File: src/rtl/digseg_scan_ctrl_if.sv
// Peripheral-bus bundle for the seven-segment scan controller.
// The CPU side uses the master modport; the display controller uses the slave modport.
interface digseg_scan_ctrl_if;
    logic [31:0] bus_addr_i;
    logic [31:0] bus_data_i;
    logic [31:0] bus_data_o;
    logic        bus_select_i;
    logic        bus_we_i;
    logic        bus_ack_o;

    modport master (
        output bus_addr_i, bus_data_i, bus_select_i, bus_we_i,
        input  bus_data_o, bus_ack_o
    );

    modport slave (
        input  bus_addr_i, bus_data_i, bus_select_i, bus_we_i,
        output bus_data_o, bus_ack_o
    );
endinterface

File: src/rtl/digseg_scan_ctrl.sv
// Bus slave driving an 8-digit multiplexed hex seven-segment display (active-low).
// Optional per-digit blanking via CTRL[15:8] when DIGSEG_BLANK_EN is defined.
module digseg_scan_ctrl #(
    parameter logic [15:0] SCAN_DIV    = 16'd50000,
    parameter logic [31:0] RESET_VALUE = 32'h0000_0000
) (
    input  logic               clk,
    input  logic               rst,
    digseg_scan_ctrl_if.slave  bus,
    output logic [7:0]         an_o,
    output logic [6:0]         seg_o
);

    typedef enum logic [1:0] {
        ST_IDLE,
        ST_ACK,
        ST_WAIT
    } bus_st_t;

    bus_st_t     r_state;
    logic        r_ack;
    logic [31:0] r_rdata;
    logic [31:0] r_data;
    logic        r_en;
    logic [15:0] r_pre;
    logic [2:0]  r_idx;
    logic [7:0]  r_an;
    logic [6:0]  r_seg;

    logic [31:0] w_ctrl;
    logic        w_blank;
    logic        w_dark;
    logic        w_wrap;
    logic [3:0]  w_digit;
    logic [6:0]  w_seg;
    logic        w_unused_addr;

    assign w_unused_addr = ^{bus.bus_addr_i[31:3], bus.bus_addr_i[1:0]};

`ifdef DIGSEG_BLANK_EN
    logic [7:0] r_blank;

    assign w_ctrl  = {16'h0, r_blank, 7'h0, r_en};
    assign w_blank = r_blank[r_idx];
`else
    assign w_ctrl  = {31'h0, r_en};
    assign w_blank = 1'b0;
`endif

    // Register update happens on the IDLE->ACK edge, so a reset during ACK
    // restores the reset contents and the transfer is effectively discarded.
    always_ff @(posedge clk) begin
        if (rst) begin
            r_state <= ST_IDLE;
            r_ack   <= 1'b0;
            r_rdata <= 32'h0;
            r_data  <= RESET_VALUE;
            r_en    <= 1'b1;
`ifdef DIGSEG_BLANK_EN
            r_blank <= 8'h00;
`endif
        end else begin
            case (r_state)
                ST_IDLE: begin
                    r_ack <= 1'b0;
                    if (bus.bus_select_i) begin
                        r_state <= ST_ACK;
                        r_ack   <= 1'b1;
                        if (bus.bus_we_i) begin
                            if (bus.bus_addr_i[2]) begin
                                r_en <= bus.bus_data_i[0];
`ifdef DIGSEG_BLANK_EN
                                r_blank <= bus.bus_data_i[15:8];
`endif
                            end else begin
                                r_data <= bus.bus_data_i;
                            end
                        end else begin
                            r_rdata <= bus.bus_addr_i[2] ? w_ctrl : r_data;
                        end
                    end
                end
                ST_ACK: begin
                    r_ack   <= 1'b0;
                    r_state <= ST_WAIT;
                end
                ST_WAIT: begin
                    r_ack <= 1'b0;
                    if (!bus.bus_select_i) begin
                        r_state <= ST_IDLE;
                    end
                end
                default: begin
                    r_ack   <= 1'b0;
                    r_state <= ST_IDLE;
                end
            endcase
        end
    end

    assign bus.bus_ack_o  = r_ack;
    assign bus.bus_data_o = r_rdata;

    assign w_wrap  = (r_pre == SCAN_DIV - 16'd1);
    assign w_digit = r_data[{r_idx, 2'b00} +: 4];
    assign w_dark  = !r_en || w_blank;

    always_comb begin
        w_seg = 7'h7F;
        case (w_digit)
            4'h0: w_seg = 7'h40;
            4'h1: w_seg = 7'h79;
            4'h2: w_seg = 7'h24;
            4'h3: w_seg = 7'h30;
            4'h4: w_seg = 7'h19;
            4'h5: w_seg = 7'h12;
            4'h6: w_seg = 7'h02;
            4'h7: w_seg = 7'h78;
            4'h8: w_seg = 7'h00;
            4'h9: w_seg = 7'h10;
            4'hA: w_seg = 7'h08;
            4'hB: w_seg = 7'h03;
            4'hC: w_seg = 7'h46;
            4'hD: w_seg = 7'h21;
            4'hE: w_seg = 7'h06;
            4'hF: w_seg = 7'h0E;
            default: w_seg = 7'h7F;
        endcase
    end

    // Anode and segments come from the same register stage, so a digit never
    // lights with its neighbour's pattern.
    always_ff @(posedge clk) begin
        if (rst) begin
            r_pre <= 16'h0;
            r_idx <= 3'd0;
            r_an  <= 8'hFF;
            r_seg <= 7'h7F;
        end else begin
            if (w_wrap) begin
                r_pre <= 16'h0;
                r_idx <= r_idx + 3'd1;
            end else begin
                r_pre <= r_pre + 16'd1;
            end
            if (w_dark) begin
                r_an  <= 8'hFF;
                r_seg <= 7'h7F;
            end else begin
                r_an  <= ~(8'h01 << r_idx);
                r_seg <= w_seg;
            end
        end
    end

    assign an_o  = r_an;
    assign seg_o = r_seg;

endmodule

File: src/flat_wrapper.sv
// flat-port wrapper written by rule: the top's interface ports become plain ports
module digseg_scan_ctrl_flat 
#(
    parameter logic [15:0] SCAN_DIV    = 16'd50000,
    parameter logic [31:0] RESET_VALUE = 32'h0000_0000
)
  (clk, rst, an_o, seg_o, bus_bus_addr_i, bus_bus_data_i, bus_bus_select_i, bus_bus_we_i, bus_bus_data_o, bus_bus_ack_o);
  digseg_scan_ctrl_if bus_i ();
  input  logic clk;
  input  logic rst;
  output logic [7:0] an_o;
  output logic [6:0] seg_o;
  input wire logic [$bits(bus_i.bus_addr_i)-1:0] bus_bus_addr_i;
  input wire logic [$bits(bus_i.bus_data_i)-1:0] bus_bus_data_i;
  input wire logic [$bits(bus_i.bus_select_i)-1:0] bus_bus_select_i;
  input wire logic [$bits(bus_i.bus_we_i)-1:0] bus_bus_we_i;
  output wire logic [$bits(bus_i.bus_data_o)-1:0] bus_bus_data_o;
  output wire logic [$bits(bus_i.bus_ack_o)-1:0] bus_bus_ack_o;
  assign bus_i.bus_addr_i = bus_bus_addr_i;
  assign bus_i.bus_data_i = bus_bus_data_i;
  assign bus_i.bus_select_i = bus_bus_select_i;
  assign bus_i.bus_we_i = bus_bus_we_i;
  assign bus_bus_data_o = bus_i.bus_data_o;
  assign bus_bus_ack_o = bus_i.bus_ack_o;
  digseg_scan_ctrl #(.SCAN_DIV(SCAN_DIV), .RESET_VALUE(RESET_VALUE)) u_core (.clk(clk), .rst(rst), .bus(bus_i), .an_o(an_o), .seg_o(seg_o));
endmodule
File: config.mk
export PLATFORM = sky130hd
export DESIGN_NAME = digseg_scan_ctrl_flat
export DESIGN_NICKNAME = d
export VERILOG_FILES = /design/src/rtl/digseg_scan_ctrl_if.sv /design/src/rtl/digseg_scan_ctrl.sv /design/src/flat_wrapper.sv
export SDC_FILE = /design/constraint.sdc
export NUM_CORES = 1
export LEC_CHECK = 0
export CAP_MARGIN = 20
export CORE_MARGIN = 2
export CORE_UTILIZATION = 30
export CTS_BUF_LIST = sky130_fd_sc_hd__clkbuf_8
export CTS_CLUSTER_SIZE = 30
export DETAILED_ROUTE_END_ITERATION = 12
export GPL_TIMING_DRIVEN = 0
export PLACE_DENSITY = 0.63
export SETUP_SLACK_MARGIN = 0.4
export SLEW_MARGIN = 20
export SYNTH_ARGS = -nofsm -noshare
export SYNTH_HDL_FRONTEND = slang
export SYNTH_SLANG_ARGS = --single-unit
File: constraint.sdc
create_clock -name clk -period 2.7 [get_ports clk]
set_input_delay 0.405 -clock clk [delete_from_list [all_inputs] [get_ports clk]]
set_output_delay 0.405 -clock clk [all_outputs]
set_load 0.01 [all_outputs]
---- Yosys cells after proc, flatten, opt, wreduce, memory -nomap -nowiden ----
Memory sizes are Yosys's and may differ from the RTL's. A register that Yosys moved wholly into a read port is not among the register bits.
Index checks and enable logic that the tools add are counted.
storage, ports and cells
  output and inout port bits .............. 48
  bits in read-only memories .............. 112
  input port bits ......................... 68
  logic and storage cells ................. 36
  flip-flop bits (word level) ............. 95
  memories ................................ 1
  latch bits .............................. 0
  bits in writable memories ............... 0
cells by class
  bitwise gates (word level) .............. 5
  equal/unequal tests ..................... 5
  multiply operators ...................... 0
  magnitude comparators ................... 0
  $add $sub $neg .......................... 2
  div/mod/pow operators ................... 0
  mux-type cells .......................... 5
  shifts and indexed selects .............. 2
  reductions and logical operators ........ 8
memory list
  name             depth  bits a word  rd ports  clocked after Yosys merged registers in  write ports  RTL line                 source
  (no name shown)  16     7            1         1                                        0            digseg_scan_ctrl.sv:110  case (w_digit)
operators with widths
  kind                   count
  $mux 32                1
  $shiftx 32x6->4        1
  $add 16x1->16 const B  1
  $eq 16x16->1 const B   1
  $not 8->8              1
  $reduce_and 4->1       2
  $shl 1x3->8 const A    1
  $pmux 2 s3             1
  $reduce_or 2->1        3
  $mux 2                 2
  $ne 2x2->1 const B     2
  $not 1->1              4
  $add 3x1->3 const B    1
  $reduce_and 3->1       1
  $eq 2x1->1 const B     1
  $eq 2x2->1 const B     1
  $logic_not 2->1        1
  $reduce_and 2->1       1
  $mux 1                 1

---- Depth between registers and ports, before layout ----
Gate-level depths: netlist (run 1).
  word-level depth ........................ 3
  mapped depth ............................ 9
  mapped depth without buffers ............ 8

---- Least setup slack after synthesis (run 1) ----
Ideal clock, no wire load.
  kind .................................... reg2reg
  start ................................... register u_core.r_idx[0]
  end ..................................... register u_core.r_seg[1], in the netlist u_core.seg_o[1]
  buffers on the path ..................... 1
  arrival ................................. 1.951 ns
  setup slack ............................. 0.603 ns
  period minus slack after synthesis ...... 2.097 ns
  setup time .............................. 0.147 ns
  required time ........................... 2.553 ns
  cell stages (with the launch flop) ...... 8
  cells stage by stage .................... dfxtp_1 -> buf_6 -> mux4_1 -> mux2_4 -> inv_1 -> ha_1 -> a21oi_1 -> o221ai_1
on the way
  longest elaborated chain between the ends .. 1
ends and longest elaborated chain
  element                   RTL line                 source
  start: declaration        digseg_scan_ctrl.sv:26   logic [2:0] r_idx;
  start signal: assignment  digseg_scan_ctrl.sv:142  r_idx <= r_idx + 3'd1;
  $shiftx 32x6->4           digseg_scan_ctrl.sv:105  assign w_digit = r_data[{r_idx, 2'b00} +: 4];
  end: declaration          digseg_scan_ctrl.sv:28   logic [6:0] r_seg;
No other way between the ends.
A chain may end at the register's enable or synchronous reset.

---- Worst setup path after layout (run 1) ----
  start ................................... register u_core.r_idx[1]
  end ..................................... register u_core.r_seg[1], in the netlist u_core.seg_o[1]
The elaborated chain is that of the path after synthesis.

==> results of run 1 <==
## power groups by stage
stage	combinational, uW	clock, uW	sequential, uW
6_report	250	859	1560
4_1_cts	251	890	1560
2_1_floorplan	120	0	1600
5_1_grt	274	953	1570
3_3_place_gp	245	0	1600
3_5_place_dp	250	0	1600
## final timing paths
check             slack (ps)                                    from                                     end
setup / recovery         500            u_core.r_idx[1]$_SDFFE_PP0N_              u_core.seg_o[1]$_SDFF_PP1_
hold / removal           450  u_core.bus.bus_data_o[13]$_SDFFE_PP0P_  u_core.bus.bus_data_o[13]$_SDFFE_PP0P_
setup reg to reg         500            u_core.r_idx[1]$_SDFFE_PP0N_              u_core.seg_o[1]$_SDFF_PP1_
hold reg to reg          450  u_core.bus.bus_data_o[13]$_SDFFE_PP0P_  u_core.bus.bus_data_o[13]$_SDFFE_PP0P_
## cell families after synthesis
logic type	synth area share, %
buf+inv	3.94
simple gates	23.4
fa+ha+maj	3.82
compound gates	10.7
flops	47.9
xor+xnor	3.08
mux	7.08
## routing by layer
layer	share of wire [%]	vias up	wire, um
li1	-	1814	-
met1	46	1700	5060
met2	47	82	5110
met3	4.1	19	453
met4	2.8	0	309
met5	0	-	0
## stage by stage
step	cell area [um2]	std cells	hold WS [ps]	power [uW]	worst slack [ps]
after CTS	5490	760	458	2700	436
final	5490	760	453	2670	504
after detailed placement	5320	745	444	1850	250
after floorplan	4260	482	430	1720	603
after global routing	5490	760	471	2790	407
after global placement	5320	745	441	1840	326
## flip-flops by register name, indices dropped and copies added, names as in the netlist
name,flops
u_core.r_en,1
u_core.bus.bus_ack_o,1
u_core.an_o,8
u_core.r_data,32
u_core.r_state,2
u_core.r_idx,3
u_core.seg_o,7
u_core.r_pre,16
u_core.bus.bus_data_o,32
## worst max-delay path, delay by kind of cell, from the launching register on
kind                     cells  cell delay (ps)
multiplexers                 2              660
flip-flops                   1              460
buffers and inverters        2              380
AO/OA/AOI/OAI                2              290
adder cells (fa/ha/maj)      1              250
## final cells by class
cell class,instances,area (um2)
Clock inverter,6,38.8
Clock buffer,9,124
Tap cell,180,225
Fill cell,1413,8400
Sequential cell,102,2050
Buffer,31,143
Multi-Input combinational cell,341,2050
Timing Repair Buffer,83,831
Inverter,8,30.0
## cells in the final DEF (no fill, tap or decap), types with 2 or more instances in the layout
cell type,count
and3_1,2
a21oi_1,66
nand2_1,111
o221ai_1,5
ha_1,13
clkbuf_1,23
inv_2,3
inv_1,5
nand3b_1,32
nor2b_1,2
clkdlybuf4s50_1,83
xnor2_1,8
nand4_1,2
clkbuf_8,9
o211ai_1,2
dfxtp_1,101
nor2_1,31
nor3b_1,2
o21ai_0,2
mux4_1,3
nor3_1,4
xor2_1,7
nand2b_1,5
nand3_1,13
mux4_2,3
mux2i_1,8
clkinvlp_4,2
clkinv_2,3
mux2_1,2
buf_2,5
## timing repair
action	CTS	global route
hold buffers	0	0
endpoints found under the setup margin	3	4
resized for setup	5	3
==> reports/qor.yml, run 1 <==
status:
  outcome: "completed"
yosys:
  yosysMostFrequentCell: "nand2_1"
  synth_edf_count: 0
  synthArstFlopShare_pct: 0
  synth_area_per_cell_um2: 8.84
  ys_warn_count: 0
  yosysTopAreaCell: "dfxtp_1"
  synth_cells: 482
  synthesis.nets: 563
  synth.top_cell.area_share_pct: 47.9
  syn_area_um2: 4260
  synth_area_leaders: "dfxtp_1 48%, nand2_1 9.9%, a21oi_1 7.8%"
  ys_ff_latch: 102
  synth_commonest_cells: "112 x nand2_1, 102 x dfxtp_1, 66 x a21oi_1"
  ys_seq_area_share_pct: 47.9
  synth_ff_type: "dfxtp_1"
  synth_cell_types: 44
finish:
  final_core_util_pct: 39.5
  drive_above_1_share_pct: 6.21
  fin_nets: 657
  antenna_cells: 0
  syn2layout_area_growth_pct: 28.8
worst_hold_path:
  hold_path_class: "flip-flop to flip-flop"
  holdPathStages: 2
global_routing:
  use_met2_pct: 23.8
  grtUsageMet3_pct: 3.69
  busiest_layer: "met2"
  gr-total-overflow: 0
  antenna_found_initial: 0
  grt_max_degree: 17
  grt_pass1_vias: 3635
  met1_usage_pct: 19.3
  grt_pass1_wl_um: 17500
  gr-usage-all-layers_pct: 15.0
job:
  drv_cap: 0
floorplan:
  start_util_pct: 30.7
  core_region_area_um2: 13900
  die_h_um: 123
  rows: 43
  io_pins: 116
  die_area_um2: 15200
  die_w_um: 123
power:
  pwr-share-seq_pct: 58.5
  p_sw_uw: 682
  leakage_uw: 0.00188
  p_int_uw: 1990
  powerDensity_nw_per_um2: 487
  vdd_ir_drop_max_mv: 0.230
  swShare_pct: 25.5
  combPwrFrac_pct: 9.4
  clkPwrFrac_pct: 32.2
critical_path:
  rr_worst_depth: 7
  cp.required_ps: 2930
  path_class: "flip-flop to flip-flop"
  path_cells: "clkbuf_2 -> mux4_2 -> mux2_4 -> inv_2 -> ha_1 -> a21oi_1 -> o221ai_1"
  crit_arrival_ps: 2430
  cp_max_fo: 10
  cpPeakStageDelay_ps: 460
  startpoint_type: "flip-flop"
  cp_slowest_cell: "dfxtp_1"
  crit_path_end_kind: "flip-flop"
timing:
  relSlewSlack_pct: 62.8
  setup_tns_ps: 0
  worstMarginPinSlew_ps: 558
  hold_viol: 0
  finalSetupViolCount: 0
  skew_ps: 11.7
  period_needed_ps: 2200
  finalMaxSlewViolations: 0
  fmax_mhz: 455
  grt_setup_unrepaired: "false"
  finalCritPeriodShare_pct: 81.3
cts:
  clkTransAtPathRegs_ps: 90
  insertion_delay_ps: 390
  tritoncts: "done"
  root_buffer: "clkbuf_8"
  cts_buffer_depth: 2
  post-cts-setup-buffers: 0
  htree_levels: 3
  tritoncts_num_sinks: 102
  numCtsBuffers: 9
place:
  dp_hpwl_um: 8260
  port_buffers: 83
  place.gp.congestion: 0.839
drt:
  via_per_inst: 4.76
  drc: 0
  drt_iter0_drc: 185
  dr.pass1.iters: 4
  wirelength_um: 10900
  post_drt_wl_per_cell_um: 14.4
  vias: 3615
  antenna_left: 0
(Power assumes the default switching activity.)
==> run 2: changes to the inputs <==
--- a/config.mk
+++ b/config.mk
@@ -12,7 +12,7 @@
 export CTS_CLUSTER_SIZE = 30
 export DETAILED_ROUTE_END_ITERATION = 12
 export GPL_TIMING_DRIVEN = 0
-export PLACE_DENSITY = 0.63
+export PLACE_DENSITY = 0.65
 export SETUP_SLACK_MARGIN = 0.4
 export SLEW_MARGIN = 20
 export SYNTH_ARGS = -nofsm -noshare
==> constraint.sdc (replaced) <==
create_clock -name clk -period 2 [get_ports clk]
set_input_delay 0.3 -clock clk [delete_from_list [all_inputs] [get_ports clk]]
set_output_delay 0.3 -clock clk [all_outputs]
set_load 0.01 [all_outputs]
==> run 2 against run 1 <==
Highest routed layer unchanged. Hold slack worse by 210 ps. Sequential share of layout area down 3.1 points. Die area unchanged. Design area up 9.5%. The flow now finishes with violations (negative setup slack). Clock power up 87%. Fmax up 6.6%. Via count up 4.0%. Clock skew up 4.6 ps.
==> reports/qor.yml, run 2 (synthesis results as in run 1) <==
status:
  outcome: "complete, but fails checks"  # was completed
  failed_checks: "negative setup slack"
drt:
  vias: 3761  # was 3615
  antenna_left: 0  # unchanged
  via_per_inst: 4.82  # was 4.76
  dr.pass1.iters: 4  # unchanged
  drc: 0  # unchanged
  post_drt_wl_per_cell_um: 14.7  # was 14.4 um
  wirelength_um: 11500  # was 10900 um
  drt_iter0_drc: 174  # was 185
timing:
  finalMaxSlewViolations: 0  # unchanged
  finalCritPeriodShare_pct: 103  # was 81.3%
  fmax_mhz: 486  # was 455 MHz
  worstMarginPinSlew_ps: 539  # was 558 ps
  skew_ps: 16.2  # was 11.7 ps
  period_needed_ps: 2060  # was 2200 ps
  timing.final.ws_setup_ps: -59.5  # was 504 ps
  relSlewSlack_pct: 64.1  # was 62.8%
  grt_setup_unrepaired: "true"  # was false
  finalSetupViolCount: 2  # was 0
  hold_viol: 0  # unchanged
power:
  vdd_ir_drop_max_mv: 0.277  # was 0.230 mV
  leakage_uw: 0.00244  # was 0.00188 uW
  powerDensity_nw_per_um2: 683  # was 487 nW/um2
finish:
  syn2layout_area_growth_pct: 41.1  # was 28.8%
  final_common_cell: "nand2_1"  # unchanged
  seqCellArea_um2: 2060  # was 2050 um2
  mostFrequentLayoutCells: "109 x nand2_1, 94 x dfxtp_1, 65 x a21oi_1, 55 x clkdlybuf4s50_1, 32 x nand3b_1"  # was 111 x nand2_1, 101 x dfxtp_1, 83 x clkdlybuf4s50_1, 66 x a21oi_1, 32 x nand3b_1
  final_core_util_pct: 43.3  # was 39.5%
  fin_nets: 676  # was 657
  n_fill_cell: 1366  # was 1413
  multiInputGateArea_um2: 2200  # was 2050 um2
  final_area_um2: 6010  # was 5490 um2
  drive_above_1_share_pct: 15.7  # was 6.21%
  antenna_cells: 0  # unchanged
worst_hold_path:
  hold_path_class: "primary input to flip-flop"  # was flip-flop to flip-flop
  hp-start: "bus_bus_select_i"  # was u_core.bus.bus_data_o[13]$_SDFFE_PP0P_
  holdPathStages: 3  # was 2
  min_to: "u_core.r_state[1]$_SDFFE_PP0P_"  # was u_core.bus.bus_data_o[13]$_SDFFE_PP0P_
cts:
  tritoncts_num_sinks: 102  # unchanged
  postCtsHoldBufs: 0  # unchanged
  clkTransAtPathRegs_ps: 90  # about the same
  cts_buffer_depth: 2  # unchanged
  insertion_delay_ps: 390  # about the same
  htree_levels: 3  # unchanged
  root_buffer: "clkbuf_8"  # unchanged
  numCtsBuffers: 9  # unchanged
  tritoncts: "done"  # unchanged
place:
  place.gp.congestion: 0.861  # was 0.839
  port_buffers: 83  # unchanged
  dpl-instance-area_um2: 5350  # was 5320 um2
  dp_hpwl_um: 8530  # was 8260 um
critical_path:
  rrSetupSlack_ps: -60  # was 500 ps
  crit_arrival_ps: 2290  # was 2430 ps
  cp_max_fo: 8  # was 10
  path_class: "flip-flop to flip-flop"  # unchanged
  startpoint_type: "flip-flop"  # unchanged
  reg2reg_from: "u_core.r_idx[0]$_SDFFE_PP0N_"  # was u_core.r_idx[1]$_SDFFE_PP0N_
  cp.required_ps: 2230  # was 2930 ps
  crit_path_end_kind: "flip-flop"  # unchanged
  reg2reg_to: "u_core.seg_o[3]$_SDFF_PP1_"  # was u_core.seg_o[1]$_SDFF_PP1_
  rr_worst_depth: 6  # was 7
floorplan:
  die_h_um: 123  # unchanged
  die_area_um2: 15200  # unchanged
  io_pins: 116  # unchanged
  start_util_pct: 30.7  # unchanged
  die_w_um: 123  # unchanged
  core_region_area_um2: 13900  # unchanged
  rows: 43  # unchanged
global_routing:
  grt_pass1_wl_um: 18300  # was 17500 um
  gr-total-overflow: 0  # unchanged
  grt_pass1_vias: 3768  # was 3635
  grt_max_degree: 18  # was 17
  antenna_found_initial: 0  # unchanged
  gr-usage-all-layers_pct: 15.8  # was 15.0%
job:
  drv_cap: 0  # unchanged
==> run 2: final cells by class <==
cell class	instances	share of cell area (%)
Clock inverter	6	1.96
Tap cell	180	3.75
Multi-Input combinational cell	341	36.5
Timing Repair Buffer	102	16.9
Clock buffer	10	2.29
Buffer	31	3.75
Sequential cell	102	34.2
Inverter	8	0.583
==> run 2: worst max path at each step <==
stage                                  from                             end  cells past startpoint
6_report       u_core.r_idx[0]$_SDFFE_PP0N_      u_core.seg_o[3]$_SDFF_PP1_                      6
2_1_floorplan  u_core.r_idx[0]$_SDFFE_PP0N_      u_core.seg_o[0]$_SDFF_PP1_                      6
4_1_cts        u_core.r_idx[0]$_SDFFE_PP0N_      u_core.seg_o[3]$_SDFF_PP1_                      6
3_5_place_dp               bus_bus_select_i  u_core.r_data[18]$_SDFFE_PP0P_                      7
5_1_grt        u_core.r_idx[0]$_SDFFE_PP0N_      u_core.seg_o[3]$_SDFF_PP1_                      6
3_3_place_gp               bus_bus_select_i  u_core.r_data[22]$_SDFFE_PP0P_                      7
==> run 2: critical path, cell delays in order (launching register included) <==
cell and delay (ps):
dfxtp_4 380, buf_12 130, mux4_2 520, mux2_4 330, ha_2 220, o211ai_1 220
o211ai_1 120
==> run 2: stage by stage <==
| stage | hold slack (ps) | setup WS, ps | power (uW) | setup TNS (ps) | cells |
|---|---|---|---|---|---|
| floorplan | 429 | 78.1 | 2320 | 0 | 482 |
| global placement | 441 | -291 | 2490 | -9910 | 745 |
| detailed placement | 453 | -315 | 2500 | -12810 | 745 |
| CTS | 378 | -6.59 | 4130 | -10.2 | 776 |
| global route | 264 | -128 | 4260 | -537 | 780 |
| finish | 241 | -59.5 | 4100 | -65.2 | 780 |
==> run 2: report_power, final <==
part	leakage, uW	switching [uW]	total [uW]	internal [uW]
clock network	0.000125	730	1610	875
logic	0.00148	188	388	200
registers	0.000832	34.5	2110	2080
total	0.00244	952	4100	3150
==> run 2: what timing repair did <==
item                       4_1_cts  5_1_grt
buffers inserted                15        4
pin swaps                        8        5
gates resized for setup         59       42
setup endpoints to repair       98       94
==> run 2: routing by layer <==
metal  global-route usage (%)  vias to the layer above  share of wire, %
met4                     6.82                        0               2.6
met2                     26.9                      114                48
met1                     18.9                     1767                44
met3                     3.74                       24               5.3
li1                         -                     1856                 -
met5                        0                        -                 0
==> run 3: changes to the inputs <==
--- a/config.mk
+++ b/config.mk
@@ -5,10 +5,12 @@
 export SDC_FILE = /design/constraint.sdc
 export NUM_CORES = 1
 export LEC_CHECK = 0
+export ABC_CLOCK_PERIOD_IN_PS = 2000
 export CAP_MARGIN = 20
 export CORE_MARGIN = 2
 export CORE_UTILIZATION = 30
 export CTS_BUF_LIST = sky130_fd_sc_hd__clkbuf_8
+export CTS_CLUSTER_DIAMETER = 60
 export CTS_CLUSTER_SIZE = 30
 export DETAILED_ROUTE_END_ITERATION = 12
 export GPL_TIMING_DRIVEN = 0
==> results of run 3 <==
No change in the layout: final DEF, timing and power equal those of run 2.
